### src/rtl/snn_step_scheduler.sv
// Timestep scheduler for snn_core: per step fetches events, applies them, streams the
// captured spike row, optionally runs one STDP scan, and can sweep the learned weights out.
module snn_step_scheduler #(
    parameter int F        = 48,
    parameter int N        = 96,
    parameter int AW       = $clog2(F*N),
    parameter int EAW      = 16,
    parameter int CORE_LAT = 1
) (
    input  logic                clk,
    input  logic                rstn,
    input  logic                start,
    input  logic [15:0]         num_steps,
    input  logic                learn_en,
    input  logic                dump_en,
    output logic                busy,
    output logic                done,
    output logic [EAW-1:0]      ev_addr,
    output logic                ev_rd,
    input  logic [F-1:0]        ev_data,
    output logic [F-1:0]        core_event_vec,
    input  logic [N-1:0]        core_spikes_vec,
    output logic                stdp_enable,
    output logic [F-1:0]        stdp_pre_bits,
    output logic [N-1:0]        stdp_post_bits,
    output logic                spk_valid,
    input  logic                spk_ready,
    output logic [N-1:0]        spk_data,
    output logic [15:0]         spk_step,
    output logic [AW-1:0]       rb_addr,
    input  logic [15:0]         rb_data,
    output logic                wd_valid,
    input  logic                wd_ready,
    output logic [AW-1:0]       wd_addr,
    output logic signed [15:0]  wd_data
);

    typedef enum logic [3:0] {
        S_IDLE,
        S_FETCH,
        S_LOAD,
        S_APPLY,
        S_CAPTURE,
        S_SPKOUT,
        S_LEARN,
        S_GAP,
        S_DUMP,
        S_DONE
    } state_t;

    localparam logic [AW-1:0] LAST_WORD = AW'(F*N - 1);
    localparam logic [AW-1:0] LAT_LAST  = AW'(CORE_LAT - 1);

    state_t          state_q;
    logic [15:0]     t_q;
    logic [15:0]     steps_q;
    logic            learn_q;
    logic            dump_q;
    logic [AW-1:0]   scan_q;
    logic            busy_q;
    logic            done_q;
    logic [EAW-1:0]  ev_addr_q;
    logic            ev_rd_q;
    logic [F-1:0]    core_event_vec_q;
    logic            stdp_enable_q;
    logic [F-1:0]    stdp_pre_q;
    logic [N-1:0]    stdp_post_q;
    logic            spk_valid_q;
    logic [N-1:0]    spk_data_q;
    logic [15:0]     spk_step_q;
    logic            wd_valid_q;
    logic [AW-1:0]   wd_addr_q;

    logic [15:0]     t_inc_d;
    logic            more_steps_d;
    logic            step_end_d;
    logic            wd_hs_d;
    logic [AW-1:0]   rb_addr_d;

    assign t_inc_d      = t_q + 16'd1;
    assign more_steps_d = ({1'b0, t_q} + 17'd1) < {1'b0, steps_q};
    assign step_end_d   = ((state_q == S_SPKOUT) && spk_ready && !learn_q) || (state_q == S_GAP);
    assign wd_hs_d      = (state_q == S_DUMP) && wd_valid_q && wd_ready;

    // The readback RAM has one clock of latency, so the address steps forward in the
    // same cycle as the handshake; that keeps one word per clock with no prefetch.
    assign rb_addr_d = (wd_hs_d && (wd_addr_q != LAST_WORD)) ? wd_addr_q + 1'b1 : wd_addr_q;

    always_ff @(posedge clk or negedge rstn) begin
        if (!rstn) begin
            state_q          <= S_IDLE;
            t_q              <= '0;
            steps_q          <= '0;
            learn_q          <= 1'b0;
            dump_q           <= 1'b0;
            scan_q           <= '0;
            busy_q           <= 1'b0;
            done_q           <= 1'b0;
            ev_addr_q        <= '0;
            ev_rd_q          <= 1'b0;
            core_event_vec_q <= '0;
            stdp_enable_q    <= 1'b0;
            stdp_pre_q       <= '0;
            stdp_post_q      <= '0;
            spk_valid_q      <= 1'b0;
            spk_data_q       <= '0;
            spk_step_q       <= '0;
            wd_valid_q       <= 1'b0;
            wd_addr_q        <= '0;
        end else begin
            case (state_q)
                S_IDLE: begin
                    if (start) begin
                        steps_q <= num_steps;
                        learn_q <= learn_en;
                        dump_q  <= dump_en;
                        t_q     <= '0;
                        if (num_steps != 16'd0) begin
                            busy_q    <= 1'b1;
                            ev_addr_q <= '0;
                            ev_rd_q   <= 1'b1;
                            state_q   <= S_FETCH;
                        end else begin
                            done_q  <= 1'b1;
                            state_q <= S_DONE;
                        end
                    end
                end
                S_FETCH: begin
                    ev_rd_q <= 1'b0;
                    state_q <= S_LOAD;
                end
                S_LOAD: begin
                    core_event_vec_q <= ev_data;
                    scan_q           <= '0;
                    state_q          <= S_APPLY;
                end
                S_APPLY: begin
                    if (scan_q == LAT_LAST) begin
                        scan_q  <= '0;
                        state_q <= S_CAPTURE;
                    end else begin
                        scan_q <= scan_q + 1'b1;
                    end
                end
                S_CAPTURE: begin
                    spk_data_q  <= core_spikes_vec;
                    spk_step_q  <= t_q;
                    spk_valid_q <= 1'b1;
                    state_q     <= S_SPKOUT;
                end
                S_SPKOUT: begin
                    // Pre/post bits go out only with the scan, never while a row is pending.
                    if (spk_ready) begin
                        spk_valid_q <= 1'b0;
                        if (learn_q) begin
                            stdp_enable_q <= 1'b1;
                            stdp_pre_q    <= core_event_vec_q;
                            stdp_post_q   <= spk_data_q;
                            scan_q        <= '0;
                            state_q       <= S_LEARN;
                        end
                    end
                end
                S_LEARN: begin
                    if (scan_q == LAST_WORD) begin
                        stdp_enable_q <= 1'b0;
                        stdp_pre_q    <= '0;
                        stdp_post_q   <= '0;
                        scan_q        <= '0;
                        state_q       <= S_GAP;
                    end else begin
                        scan_q <= scan_q + 1'b1;
                    end
                end
                S_GAP: begin
                end
                S_DUMP: begin
                    if (!wd_valid_q) begin
                        wd_valid_q <= 1'b1;
                    end else if (wd_ready) begin
                        if (wd_addr_q == LAST_WORD) begin
                            wd_valid_q       <= 1'b0;
                            wd_addr_q        <= '0;
                            done_q           <= 1'b1;
                            busy_q           <= 1'b0;
                            core_event_vec_q <= '0;
                            state_q          <= S_DONE;
                        end else begin
                            wd_addr_q <= wd_addr_q + 1'b1;
                        end
                    end
                end
                S_DONE: begin
                    done_q  <= 1'b0;
                    state_q <= S_IDLE;
                end
                default: state_q <= S_IDLE;
            endcase

            // End-of-step decision shared by SPKOUT (no learning) and GAP.
            if (step_end_d) begin
                if (more_steps_d) begin
                    t_q       <= t_inc_d;
                    ev_addr_q <= t_inc_d[EAW-1:0];
                    ev_rd_q   <= 1'b1;
                    state_q   <= S_FETCH;
                end else if (dump_q) begin
                    wd_addr_q  <= '0;
                    wd_valid_q <= 1'b0;
                    state_q    <= S_DUMP;
                end else begin
                    done_q           <= 1'b1;
                    busy_q           <= 1'b0;
                    core_event_vec_q <= '0;
                    state_q          <= S_DONE;
                end
            end
        end
    end

    assign busy           = busy_q;
    assign done           = done_q;
    assign ev_addr        = ev_addr_q;
    assign ev_rd          = ev_rd_q;
    assign core_event_vec = core_event_vec_q;
    assign stdp_enable    = stdp_enable_q;
    assign stdp_pre_bits  = stdp_pre_q;
    assign stdp_post_bits = stdp_post_q;
    assign spk_valid      = spk_valid_q;
    assign spk_data       = spk_data_q;
    assign spk_step       = spk_step_q;
    assign rb_addr        = rb_addr_d;
    assign wd_valid       = wd_valid_q;
    assign wd_addr        = wd_addr_q;
    assign wd_data        = wd_valid_q ? $signed(rb_data) : 16'sd0;

endmodule

### config.mk
export PLATFORM = sky130hd
export DESIGN_NAME = snn_step_scheduler
export DESIGN_NICKNAME = d
export VERILOG_FILES = /design/src/rtl/snn_step_scheduler.sv
export SDC_FILE = /design/constraint.sdc
export NUM_CORES = 1
export LEC_CHECK = 0
export CAP_MARGIN = 20
export CORE_AREA = 2 2 215 217
export CTS_BUF_LIST = sky130_fd_sc_hd__clkbuf_4 sky130_fd_sc_hd__clkbuf_8 sky130_fd_sc_hd__clkbuf_16
export DETAILED_ROUTE_END_ITERATION = 12
export DIE_AREA = 0 0 217 219
export PLACE_DENSITY = 0.67
export SYNTH_ARGS = -nofsm -noshare
export SYNTH_HDL_FRONTEND = slang
export SYNTH_SLANG_ARGS = --single-unit
### constraint.sdc
create_clock -name clk -period 8.6 [get_ports clk]
set_input_delay 1.72 -clock clk [delete_from_list [all_inputs] [get_ports clk]]
set_output_delay 1.72 -clock clk [all_outputs]
set_load 0.005 [all_outputs]
==> metrics.txt <==
count of final setup violators 0; Yosys reg bits 390; pwr dens 341 nW/um^2; reg-to-reg slack, setup approximately 4.4 ns; CP Class in2out; Net Sw Frac 0.324; Post-synth EDFFs 0; hold path cells 2; Worst Setup End Kind output pin; FILL cells 4000; Flop pwr share 0.378; antenna violations before repair 2; Num CTS Buffers 45; DRC violation total after the first TritonRoute iteration around 880; syn_nets about 1.8k; Routed wire per std cell approximately 19 um; row count 78; Slew Limit Fails 0; Worst-Margin Slew 1.06 ns; Startpoint Class input port; HPWL after detailed placement 37600 um; share of cells above drive strength 1 0.114; crit-path cells clkdlybuf4s50_1 -> and2_1 -> and2_1 -> nand2b_1 -> nor3_1 -> xor2_1 -> clkdlybuf4s50_1; root buffer cell clkbuf_16; Die Width 217 um; Post-route DRC 0; area grow syn2layout 44.7%; Fmax between 150 and 200 MHz; vias in the first global route 13.4k; Post-CTS Setup Bufs 0; grt met3 use 0.0538; outcome complete, no violations; Final Hold Viols 0; Clock transition at path regs 0.06 ns; FF-to-FF Start t_q[0]; Comb pwr share 0.393; Design Area, Final about 24000 um^2; DR pass1 iterations 5; vias per cell 4.96; clk sinks 390; Slowest-stage cell, CP clkdlybuf4s50_1; max incr delay on CP 0.52 ns; initial core utilization 0.369; ys flop type dfrtp_1; Syn Area/Cell 10.5 um^2; Critical Path AT about 4 ns; Async SR Flop Fraction 1.00; max-cap viol count 0; Die Span Y 219 um; Core ar. 45100 um^2; worst-skew pair later-pin latency 0.56 ns; period utilization 0.658; H-tree levels 2; Ys Warns 0; first-pass GRT wire length 80000 um; leak pwr 10.7 nW; pin count of the biggest net entering global routing 167; Pwr Total ~8.2 mW; total track usage 0.218; CP Max Fanout 11; busiest grt layer met2; setup TNS 0 ns; Final #Nets 2306; Final Critical Period 5.66 ns; Crit Reg-Reg Endpoint t_q[0]; cell area after placement 22500 um^2; GR Util met2 0.369; cell area after synthesis 16600 um^2; Worst slew margin 0.292; FF+latch area 9760 um^2; Final Skew 0.0219 ns; vias post-DR between 10k and 15k; hold slack around 0.48 ns; path depth of the worst reg2reg path 12; Hold Path Origin stdp_pre_bits[37]; Util after Layout 0.534; Internal Pwr Total 5.54 mW; met1 GRT Util 0.266; post-cts sizing count 0; Data required, critical path 6.88 ns; CTS tree built; Mapped Cells roughly 1.6k; worst hold path type reg2reg; IO Pins approximately 550; Max IR drop VDD 0.181 mV; CTS hold repair buffers 0; RD Place Congestion between 0.8 and 0.9; grt total ovfl 0; count of cell types in the netlist 56; port buffer count 550; final WL 53000 um; RSZ-0062 raised after global routing false; reported net switching power 2.65 mW; Seq/Total Area, Yosys 0.587; Die ar. 47500 um^2; Hold Path End stdp_pre_bits[37]; antenna-violating nets left 0; Clock Power Share 0.230; multi-input logic area 6240 um^2; Max Root-Sink Buffers 3
-- placed cells by master, fill, tap and decap left out, types with 3 or more instances in the layout --
cell type	n
clkdlybuf4s50_1	549
dfrtp_1	390
nand2_1	387
mux2_2	129
o21ai_1	121
nand3_1	68
a21oi_1	68
o21ai_0	50
clkbuf_16	46
inv_1	39
nor2_1	38
a22o_1	30
and2_1	20
ha_1	19
buf_4	17
xor2_1	13
nor3_1	13
clkbuf_4	13
xnor2_1	11
clkbuf_8	9
clkinv_2	8
nand4_1	7
a21o_1	7
nor2b_1	6
nor4_1	6
or3_1	6
o31ai_1	5
o2bb2ai_1	5
and3_1	4
nor3b_1	4
and4_1	3
o21bai_1	3
a211o_1	3
-- cell families (layout without fill, tap and decap cells) --
group / after synthesis / in the layout / share of synthesized area
xor gates and xnor gates: 24 / 24 / 0.0126
DFF: 390 / 390 / 0.587
other: 0 / 2 / 0
buffers and inverters: 138 / 688 / 0.0400
AOI/OAI and AO/OA: 311 / 311 / 0.109
adders and majority gates: 19 / 19 / 0.0143
and+or+nand+nor: 576 / 576 / 0.150
muxes: 129 / 129 / 0.0873
-- registers in the layout, indices dropped and copies added, names as in the netlist, 16 cells and up --
signal,cells
t_q,16
stdp_pre_bits,48
spk_data,96
core_event_vec,48
ev_addr,16
stdp_post_bits,96
spk_step,16
steps_q,16
-- cell usage after synthesis (7+ instances only) --
cell type / number / share of area
buf_2: 25 / 0.0075
nor2_1: 38 / 0.0086
nor3_1: 15 / 0.0045
nand3_1: 68 / 0.020
ha_1: 19 / 0.014
mux2_2: 129 / 0.087
a21oi_1: 68 / 0.020
nand2_1: 389 / 0.088
clkbuf_1: 55 / 0.012
dfrtp_1: 390 / 0.59
and2_1: 20 / 0.0075
nand4_1: 7 / 0.0026
inv_1: 39 / 0.0088
xor2_1: 13 / 0.0068
a21o_1: 7 / 0.0032
xnor2_1: 11 / 0.0058
o21ai_1: 121 / 0.036
buf_6: 15 / 0.010
o21ai_0: 50 / 0.015
or3_1: 7 / 0.0026
a22o_1: 30 / 0.016
-- area by class of cell --
type,instances,area share
antenna,2,0.000208
clock buffer,68,0.0570
clock inverter,12,0.00432
inverter,39,0.00608
multi-input combinational,1059,0.259
sequential,390,0.406
tap,600,0.0312
timing repair buffer,569,0.236
-- stage by stage --
| stage | worst slack [ns] | instances |
|---|---|---|
| after floorplan | 4.16 | 1587 |
| after global placement | 3.04 | 2655 |
| after detailed placement | 3.01 | 2655 |
| after CTS | 2.98 | 2735 |
| after global routing | 2.79 | 2738 |
| final | 2.94 | 2739 |
-- worst max-delay path: cells and delay by family --
family / cells / cell delay [ns]
XOR/XNOR: 1 / 0.19
AND/OR/NAND/NOR: 4 / 1.02
buffers and inverters: 2 / 0.99
-- power groups by stage --
stage	sequential [mW]	combinational, mW	clock, mW
2_1_floorplan	3.07	1.29	0
3_3_place_gp	3.09	3.19	0
3_5_place_dp	3.13	3.24	0
4_1_cts	3.10	3.25	1.93
5_1_grt	3.20	3.50	2.01
6_report	3.10	3.22	1.88
-- layer usage --
layer,up-vias,routed length [um]
li1,6445,-
met1,6576,21500
met2,463,25900
met3,99,3550
met4,2,1970
met5,-,12
-- worst max-delay path by stage --
stage,start,endpoint,slack [ns],cells after the start
final,wd_ready,rb_addr[12],2.94,7
after global routing,wd_ready,rb_addr[7],2.79,8
after CTS,wd_ready,rb_addr[12],2.98,7
after detailed placement,wd_ready,rb_addr[12],3.01,7
after global placement,wd_ready,rb_addr[12],3.04,7
after floorplan,wd_ready,rb_addr[12],4.16,6
Note: power is estimated with default switching activity, not from simulation.
